**config.mk**
```make
export PLATFORM = sky130hd
export DESIGN_NAME = projectile_engine
export DESIGN_NICKNAME = d
export VERILOG_FILES = /design/src/rtl/projectile_engine.sv
export SDC_FILE = /design/constraint.sdc
export NUM_CORES = 1
export LEC_CHECK = 0
export ABC_CLOCK_PERIOD_IN_PS = 9700
export CORE_MARGIN = 5
export CORE_UTILIZATION = 40
export DETAILED_ROUTE_END_ITERATION = 8
export GPL_ROUTABILITY_DRIVEN = 0
export GPL_TIMING_DRIVEN = 0
export PLACE_DENSITY = 0.58
export SLEW_MARGIN = 20
export SYNTH_ARGS = -nofsm -noshare
export SYNTH_HDL_FRONTEND = slang
export SYNTH_SLANG_ARGS = --single-unit
```
**constraint.sdc**
```tcl
create_clock -name clk -period 9.7 [get_ports clk]
set_input_delay 2.91 -clock clk [delete_from_list [all_inputs] [get_ports clk]]
set_output_delay 2.91 -clock clk [all_outputs]
set_load 0.01 [all_outputs]
```
**src/rtl/projectile_engine.sv**
```systemverilog
// projectile_engine: per-frame projectile physics feeding the VGA painter.
// Launches a shot on a fire-button press, integrates position under gravity
// once per frame, and detects ground landing and edge-box exits.
//
// Ports:
//   clk          system clock (same as display counters)
//   reset        asynchronous active-low reset
//   button       debounced fire request, synchronous to clk
//   vel_x        unsigned horizontal launch speed, px/frame
//   vel_y        unsigned upward launch speed, px/frame
//   hCount       horizontal pixel count (not used by the physics)
//   vCount       vertical line count, source of the frame strobe
//   projX/projY  projectile position in hCount/vCount space
//   proj_active  high while the projectile is in flight
//   hit_ground   one-cycle pulse on landing
//   hit_wall     one-cycle pulse on edge-box exit
//   shots        launches since reset, wraps
//   landings     ground hits since reset, saturates
module projectile_engine #(
    parameter int X_INIT      = 215,
    parameter int Y_INIT      = 465,
    parameter int GROUND_Y    = 475,
    parameter int RIGHT_WALL  = 775,
    parameter int TOP_WALL    = 50,
    parameter int GRAVITY     = 1,
    parameter int VY_MAX      = 15,
    parameter int UPDATE_LINE = 515,
    parameter int HOLD_FRAMES = 30
) (
    input  logic       clk,
    input  logic       reset,
    input  logic       button,
    input  logic [7:0] vel_x,
    input  logic [7:0] vel_y,
    input  logic [9:0] hCount,
    input  logic [9:0] vCount,
    output logic [9:0] projX,
    output logic [9:0] projY,
    output logic       proj_active,
    output logic       hit_ground,
    output logic       hit_wall,
    output logic [7:0] shots,
    output logic [7:0] landings
);

    localparam int unsigned AW     = 12;
    localparam int unsigned HOLD_W = $clog2(HOLD_FRAMES + 1);

    localparam logic signed [AW-1:0] XI      = AW'(X_INIT);
    localparam logic signed [AW-1:0] YI      = AW'(Y_INIT);
    localparam logic signed [AW-1:0] GND     = AW'(GROUND_Y);
    localparam logic signed [AW-1:0] GND_M1  = AW'(GROUND_Y - 1);
    localparam logic signed [AW-1:0] RW      = AW'(RIGHT_WALL);
    localparam logic signed [AW-1:0] RW_M1   = AW'(RIGHT_WALL - 1);
    localparam logic signed [AW-1:0] TW      = AW'(TOP_WALL);
    localparam logic signed [AW-1:0] GRAV    = AW'(GRAVITY);
    localparam logic signed [AW-1:0] VYMAX   = AW'(VY_MAX);
    localparam logic signed [AW-1:0] POS_MAX = AW'(1023);
    localparam logic signed [AW-1:0] POS_MIN = AW'(0);

    typedef enum logic [1:0] {
        S_IDLE,
        S_FLY,
        S_LANDED,
        S_OUT
    } state_e;

    state_e                  state_q, state_d;
    logic signed [AW-1:0]    px_q, px_d, py_q, py_d;
    logic signed [AW-1:0]    vx_q, vx_d, vy_q, vy_d;
    logic [HOLD_W-1:0]       hold_q, hold_d;
    logic                    active_q, active_d;
    logic                    hit_g_q, hit_g_d;
    logic                    hit_w_q, hit_w_d;
    logic [7:0]              shots_q, shots_d;
    logic [7:0]              land_q, land_d;
    logic                    btn_q;
    logic [9:0]              vcount_q;

    logic                    upd_c, fire_c;
    logic signed [AW-1:0]    nx_c, ny_c, vy_inc_c, nvy_c;
    logic                    unused_bits_c;

    // Keep a position inside the 10-bit display range.
    function automatic logic signed [AW-1:0] clamp10(input logic signed [AW-1:0] v);
        if (v < POS_MIN) begin
            return POS_MIN;
        end else if (v > POS_MAX) begin
            return POS_MAX;
        end
        return v;
    endfunction

    // Frame strobe on the first cycle vCount reaches the update line; launch on button rise.
    assign upd_c  = (vCount == 10'(UPDATE_LINE)) && (vcount_q != 10'(UPDATE_LINE));
    assign fire_c = button && !btn_q;

    // Candidate next position and gravity-updated vertical speed.
    assign nx_c     = px_q + vx_q;
    assign ny_c     = py_q + vy_q;
    assign vy_inc_c = vy_q + GRAV;
    assign nvy_c    = (vy_inc_c > VYMAX) ? VYMAX : vy_inc_c;

    // Next-state and next-output logic.
    always_comb begin
        state_d  = state_q;
        px_d     = px_q;
        py_d     = py_q;
        vx_d     = vx_q;
        vy_d     = vy_q;
        hold_d   = hold_q;
        shots_d  = shots_q;
        land_d   = land_q;
        hit_g_d  = 1'b0;
        hit_w_d  = 1'b0;

        case (state_q)
            S_IDLE: begin
                px_d = XI;
                py_d = YI;
                if (fire_c) begin
                    vx_d    = $signed({4'b0000, vel_x});
                    vy_d    = -$signed({4'b0000, vel_y});
                    shots_d = shots_q + 8'd1;
                    hold_d  = '0;
                    state_d = S_FLY;
                end
            end
            S_FLY: begin
                if (upd_c) begin
                    // Ground wins over a simultaneous edge-box exit.
                    if (ny_c >= GND) begin
                        py_d    = GND_M1;
                        px_d    = (nx_c > RW_M1) ? RW_M1 : nx_c;
                        hit_g_d = 1'b1;
                        if (land_q != 8'hFF) begin
                            land_d = land_q + 8'd1;
                        end
                        state_d = S_LANDED;
                    end else if ((nx_c >= RW) || (ny_c <= TW)) begin
                        px_d    = clamp10(nx_c);
                        py_d    = clamp10(ny_c);
                        hit_w_d = 1'b1;
                        state_d = S_OUT;
                    end else begin
                        px_d = nx_c;
                        py_d = ny_c;
                        vy_d = nvy_c;
                    end
                end
            end
            S_LANDED, S_OUT: begin
                if (upd_c) begin
                    if (hold_q == HOLD_W'(HOLD_FRAMES - 1)) begin
                        hold_d  = '0;
                        px_d    = XI;
                        py_d    = YI;
                        state_d = S_IDLE;
                    end else begin
                        hold_d = hold_q + HOLD_W'(1);
                    end
                end
            end
            default: begin
                state_d = S_IDLE;
            end
        endcase

        active_d = (state_d == S_FLY);
    end

    // State and output registers.
    always_ff @(posedge clk or negedge reset) begin
        if (!reset) begin
            state_q  <= S_IDLE;
            px_q     <= XI;
            py_q     <= YI;
            vx_q     <= '0;
            vy_q     <= '0;
            hold_q   <= '0;
            active_q <= 1'b0;
            hit_g_q  <= 1'b0;
            hit_w_q  <= 1'b0;
            shots_q  <= '0;
            land_q   <= '0;
            btn_q    <= 1'b0;
            vcount_q <= '0;
        end else begin
            state_q  <= state_d;
            px_q     <= px_d;
            py_q     <= py_d;
            vx_q     <= vx_d;
            vy_q     <= vy_d;
            hold_q   <= hold_d;
            active_q <= active_d;
            hit_g_q  <= hit_g_d;
            hit_w_q  <= hit_w_d;
            shots_q  <= shots_d;
            land_q   <= land_d;
            btn_q    <= button;
            vcount_q <= vCount;
        end
    end

    assign projX       = px_q[9:0];
    assign projY       = py_q[9:0];
    assign proj_active = active_q;
    assign hit_ground  = hit_g_q;
    assign hit_wall    = hit_w_q;
    assign shots       = shots_q;
    assign landings    = land_q;

    // Positions are always clamped into 10 bits; hCount is not needed by the physics.
    assign unused_bits_c = ^{hCount, px_q[AW-1:10], py_q[AW-1:10]};

endmodule

```
Word level (Yosys, flattened, before mapping). Cells that the tools add are included.

Register bits after elaboration: 81. Logic and storage cells: 111. Output and inout bits: 39. Input bits: 39.

Add/subtract/negate cells: 7. $lt $le $gt $ge: 9. Equality and inequality tests: 14. Multiplexer cells: 55. Reductions and logical operators: 13.

Operator list (number): 2-to-1 mux 12 bit (22); one-hot mux 12 bit (3 select lines) (2); > comparator 12 x 11 -> 1 bit, second input constant (3); less-than comparator 12 x 1 -> 1 bit, second input constant (2); one-hot mux 12 bit (2 select lines) (1); 2-to-1 mux 1 bit (19); adder 8 x 1 -> 8 bit, second input constant (2); 2-to-1 mux 5 bit (3); adder 12 bit (1); adder 12 x 2 -> 12 bit, second input constant (1); adder 12 x 9 -> 12 bit (1); >= comparator 12 x 10 -> 1 bit, second input constant (1); >= comparator 12 x 11 -> 1 bit, second input constant (1); > comparator 12 x 5 -> 1 bit, second input constant (1); less-or-equal comparator 12 x 7 -> 1 bit, second input constant (1); 2-to-1 mux 2 bit (6); inequality test 2 bit, second input constant (6); negator 8 -> 12 bit (1); == test 10 bit, second input constant (1); inequality test 10 bit, second input constant (1); one-hot mux 5 bit (2 select lines) (1); inequality test 8 bit, second input constant (1); one-hot mux 2 bit (3 select lines) (1); AND reduction 3 bit (2); 13 further kinds (17).

Depth between registers and ports, before layout. Gate-level depths: netlist (run 1).

Depth in word-level cells: 13. Depth in mapped cells: 13. Gate-level depth less buffers: 12.

Least setup slack after synthesis (run 1). No wires, ideal clock.

Path type: input-to-reg. Start: input port vCount[3]. End: register vy_q[2]. Data arrival time: 4.929 ns. Library setup time: 0.094 ns. Data required time: 9.606 ns. Slack: 4.678 ns. Cell stages on the path: 9. Buffers on the path: 2. Path through: nor4b_1 -> nand4_1 -> a31oi_1 -> and2_1 -> clkbuf_1 -> o22ai_2 -> or2_1 -> buf_6 -> a221oi_2.

Cells in the longest elaborated chain, start to end: 4.

RTL lines: start, declared (RTL line 36) `input logic [9:0] vCount,`; == test 10 bit (RTL line 95) `assign upd_c = (vCount == 10'(UPDATE_LINE)) && (vcount_q != 10'(UPDATE_LINE));`; logical AND 1 bit (RTL line 95); inequality test 2 bit (no line); AND reduction 5 bit (no line); end signal, assigned (RTL line 193) `vy_q <= vy_d;`; end, declared (RTL line 70) `logic signed [AW-1:0] vx_q, vx_d, vy_q, vy_d;`.

No other way between the ends. A chain may end at the register's enable or synchronous reset.

Final worst setup path (run 1).
Start: input port vCount[4]. End: register vy_q[2].

Same word-level chain as after synthesis.

==> results of run 1 <==
## registers in the layout (all words and copies together) (netlist names)
name         count
btn_q            1
hit_ground       1
hit_wall         1
hold_q           5
landings         8
proj_active      1
px_q            12
py_q            12
shots            8
state_q          2
vcount_q        10
vx_q             8
vy_q            12
## critical path, cell delays in order
cell                              delay, ns
sky130_fd_sc_hd__clkdlybuf4s50_1       0.43
sky130_fd_sc_hd__nor4_1                0.33
sky130_fd_sc_hd__nand4_1               0.13
sky130_fd_sc_hd__a31oi_1               0.49
sky130_fd_sc_hd__and2_1                0.21
sky130_fd_sc_hd__clkbuf_1              0.40
sky130_fd_sc_hd__o22ai_2               0.25
sky130_fd_sc_hd__or2_1                 0.35
sky130_fd_sc_hd__buf_6                 0.17
sky130_fd_sc_hd__a221oi_2              0.26
## layout make-up
class | instances | area (um^2) | area share
Tap cell | 172 | 215 | 0.0334
Buffer | 33 | 211 | 0.0328
Clock buffer | 10 | 239 | 0.0371
Multi-Input combinational cell | 401 | 2860 | 0.444
Inverter | 28 | 105 | 0.0163
Sequential cell | 81 | 2040 | 0.317
Clock inverter | 6 | 75.1 | 0.0117
Timing Repair Buffer | 68 | 696 | 0.108
## metal layers
layer | up-vias | part of all wire
met1 | 2177 | 0.46
met5 | - | 0
li1 | 2150 | -
met4 | 0 | 0.022
met3 | 22 | 0.033
met2 | 85 | 0.48
## cell families (layout without fill, tap and decap cells)
group | count (synthesis) | count (layout)
simple gates | 176 | 176
compound gates | 143 | 143
mux | 16 | 16
xor+xnor | 38 | 38
buf+inv | 61 | 145
flops | 81 | 81
fa+ha+maj | 28 | 28
## synthesized netlist by cell type (3+ instances only)
library cell / instances
sky130_fd_sc_hd__dfrtp_1: 70
sky130_fd_sc_hd__nand2_1: 46
sky130_fd_sc_hd__nor2_1: 38
sky130_fd_sc_hd__a21oi_1: 29
sky130_fd_sc_hd__inv_1: 28
sky130_fd_sc_hd__ha_1: 26
sky130_fd_sc_hd__o21ai_0: 25
sky130_fd_sc_hd__xnor2_1: 24
sky130_fd_sc_hd__buf_4: 21
sky130_fd_sc_hd__nor3_1: 15
sky130_fd_sc_hd__nand3_1: 14
sky130_fd_sc_hd__mux2_2: 13
sky130_fd_sc_hd__xor2_1: 13
sky130_fd_sc_hd__dfstp_2: 11
sky130_fd_sc_hd__nand4_1: 11
sky130_fd_sc_hd__clkbuf_1: 10
sky130_fd_sc_hd__nor4_1: 9
sky130_fd_sc_hd__a21o_1: 8
sky130_fd_sc_hd__o211ai_1: 7
sky130_fd_sc_hd__o221ai_1: 7
sky130_fd_sc_hd__a211oi_1: 6
sky130_fd_sc_hd__a31oi_1: 6
sky130_fd_sc_hd__and2_1: 6
sky130_fd_sc_hd__and3_1: 5
sky130_fd_sc_hd__nor2b_1: 5
sky130_fd_sc_hd__o22a_1: 5
sky130_fd_sc_hd__and4_1: 4
sky130_fd_sc_hd__a2111oi_0: 3
sky130_fd_sc_hd__a41oi_1: 3
sky130_fd_sc_hd__nor3b_1: 3
sky130_fd_sc_hd__nor4b_1: 3
sky130_fd_sc_hd__o21a_1: 3
sky130_fd_sc_hd__o21ai_2: 3
sky130_fd_sc_hd__o21bai_1: 3
sky130_fd_sc_hd__o22ai_1: 3
sky130_fd_sc_hd__or4_1: 3
## where the power goes
part           switching, mW  internal [mW]
Sequential           0.00319          0.343
Clock                  0.152          0.210
Combinational         0.0258         0.0248
Total                  0.181          0.578
## worst max path at each step
stage                          from                    to  slack [ns]  cells after the start
after global placement        reset  shots[5]$_DFFE_PN0P_        2.63                      1
after global routing      vCount[7]   vy_q[2]$_DFFE_PN0P_        3.75                     10
final                     vCount[4]   vy_q[2]$_DFFE_PN0P_        4.01                     10
after floorplan           vCount[3]   vy_q[2]$_DFFE_PN0P_        4.68                      9
after detailed placement  vCount[4]   vy_q[2]$_DFFE_PN0P_        3.63                     10
after CTS                 vCount[4]   vy_q[2]$_DFFE_PN0P_        4.01                     10
==> summary by stage, run 1 <==
Route
The routed length per placed instance is 16.7 um. The number of detailed-routing iterations run before antenna repair is 7. The number of DRC markers after the initial detailed-route iteration is 300. The total via count after detailed routing is 4434. The detailed-route vias per instance is 5.55.

The post-route DRC violation count is 0. The final wirelength is 13300 um. In this run the remaining antenna-violating nets after routing total 0.

Yosys
The leading area contributor after synthesis is sky130_fd_sc_hd__dfrtp_1. Sorting the synthesized cells by area gives the leading types as sky130_fd_sc_hd__dfrtp_1 (34%), sky130_fd_sc_hd__ha_1 (6.2%), sky130_fd_sc_hd__dfstp_2 (5.5%), sky130_fd_sc_hd__xnor2_1 (4.0%), sky130_fd_sc_hd__nand2_1 (3.3%). Synthesis inferred 81 register bits.

The share of the synthesized area in compound gates (AO/OA/AOI/OAI) is 0.203. Of the total synthesized cell area, the portion taken by full adders, half adders and majority gates is 0.0700. The count of warnings emitted by yosys is 0.

Measured against the total synthesized area, the mux share comes to 0.0341. The xor/xnor share of the synthesized area is 0.0652. The number of enable flip-flop cells after synthesis is 0.

The number of different library cells used by synthesis comes to 76. The most used flip-flop cell after synthesis is sky130_fd_sc_hd__dfrtp_1. The sequential fraction of the synthesis area is 0.391. Of the post-synthesis cell area, the dominant cell type holds 0.336. The proportion of synthesized flip-flops having asynchronous set or reset is 1.00. The net count after synthesis is 610. After synthesis, the largest family of logic cells by area is compound AO/OA/AOI/OAI gates. Of the total synthesized cell area, the portion taken by AND, OR, NAND and NOR gates is 0.176. The cell count after synthesis came out at 543. The mapped netlist covers 0.00522 mm^2.

The post-synthesis average cell area is 9.61 um^2.

Global route
The maximum number of pins on one net before global-route repair is 47. The busiest layer in global routing is met2. The number of global-route vias before repair came to 4669. For this run, global-route usage on met3 was measured as 0.0356. The initial antenna violation count is 0. In the global route stage, overall resource usage came out at 0.176. In the global route stage, met1 resource usage came out at 0.230. The global-route wire length before repair is 22900 um. The met2 demand-to-capacity share in global routing is 0.290. The remaining global-route overflow is 0.

STA
The slack of the critical path is 4.01 ns. The hold violation total from the final report is 0. Across all hold checks on the routed design, the worst slack comes to 0.468 ns.

Based on the critical path, the design can be clocked at up to 176 MHz. Headroom to the max-slew limit came out at 0.407. On the final layout, the worst clock skew is 0.0106 ns. The final count of negative-setup-slack endpoints is 0. At the pin with the least slew margin, the transition time is 0.882 ns. The count of pins over their slew limit came to 0.

Setup repair after global routing left no endpoint under its margin. The post-route setup TNS is 0 ns. The ratio of final minimum period to clock period is 0.587.

The clock period minus worst slack is 5.69 ns.

Power
Power spread over the standard cell area amounts to 118 mW/mm^2. The static leakage is 2.74 nW. The post-layout total power is 759 uW. The worst vdd rail ir drop is 0.0683 mV.

Clock network
In this run the post-CTS setup repair buffer count came out at 0. In this run, post-CTS hold repair placed 0 buffers. After clock tree synthesis, the clock-pin slew on the worst setup and hold paths is 0.07 ns.

The TritonCTS clock tree is done. The largest buffer count on any clock path is 2. The H-tree was split into 3 levels. The clock drives 81 sinks. The root buffer cell chosen for the clock tree is sky130_fd_sc_hd__clkbuf_16. The clock latency at the later pin of the worst-skew pair is 0.35 ns.

The total of cells resized after clock tree synthesis is 0. The number of clock buffers inserted by TritonCTS is 9.

Floorplanning
The placeable core region is 0.0127 mm^2. The die width is 124 um. The die outline height is 124 um. The die outline area is 0.0154 mm^2. The I/O pin total is 78.

The initial utilization of the core area, before any placement, comes to 0.410. The number of rows created at floorplan is 41.

Layout
0 antenna diodes ended up in the layout. The number of fill cells is 1279. The number of nets at the end of the flow is 689. With fillers left out, the area of the finished cells amounts to 0.00644 mm^2. The number of standard cells in the layout, taps in and fillers out is 799. The library cell used most frequently in the layout, excluding fill and tap cells, is sky130_fd_sc_hd__dfrtp_1. From synthesis to final layout, the design area changed by 23.5%. The share of final-layout standard cells stronger than drive strength 1 is 0.137. The top cell types in the final layout, fill and taps aside, are sky130_fd_sc_hd__dfrtp_1 (70), sky130_fd_sc_hd__clkdlybuf4s50_1 (66), sky130_fd_sc_hd__nand2_1 (46). Once layout is complete, the utilization of the core stands at 0.506.

Worst setup path
The highest fanout seen on the critical path is 10. The startpoint identified for the worst register-to-register timing path is py_q[0]$_DFFE_PN1P_. The reg-to-reg critical path endpoint is vy_q[1]$_DFFE_PN0P_. The path type of the worst setup path is primary input to flip-flop. For the worst setup path, the data arrival time is 5.95 ns. For the worst setup path, the data required time is 9.96 ns. Counting cells, the worst reg-to-reg path comes to 12. The minimum setup slack among reg-to-reg paths is 5.93 ns. The worst setup path is launched from a primary input. STA classifies the critical path endpoint as a flip-flop.

Placement
The cell area reported after detailed placement is 0.00613 mm^2. The post-DP HPWL is 9880 um. After detailed placement, the design holds a cell count of 783. The worst setup slack before clock tree synthesis is 3.63 ns.

The number of buffer cells added on primary ports is 67.

Min path
The min-delay analysis places its worst path in the category flip-flop to flip-flop. The worst hold path begins at shots[7]$_DFFE_PN0P_. Along the worst hold path, the cell count comes to 1. For hold timing, the worst endpoint is shots[7]$_DFFE_PN0P_.

Outcome
The flow ran to the end, and the final reports show no timing, DRC or antenna violations.

Run
Max-cap violations in this run came to 0.
(Power assumes the default switching activity.)
==> inputs of run 2 (changes only) <==
- ABC_CLOCK_PERIOD_IN_PS: 9700 -> 5900
- clock period: 9.7 -> 5.9 ns (I/O delays scaled with it)
==> results of run 2 <==
The final DEF is identical to that of run 1. Status: complete, no violations.
Among the figures that moved: setup slack after placement 3.63 ns -> 0.973 ns; setup slack after layout 4.01 ns -> 1.35 ns; register-to-register setup slack 5.93 ns -> 2.13 ns; total power 0.759 mW -> 1.25 mW; worst IR drop on VDD 0.0683 mV -> 0.112 mV
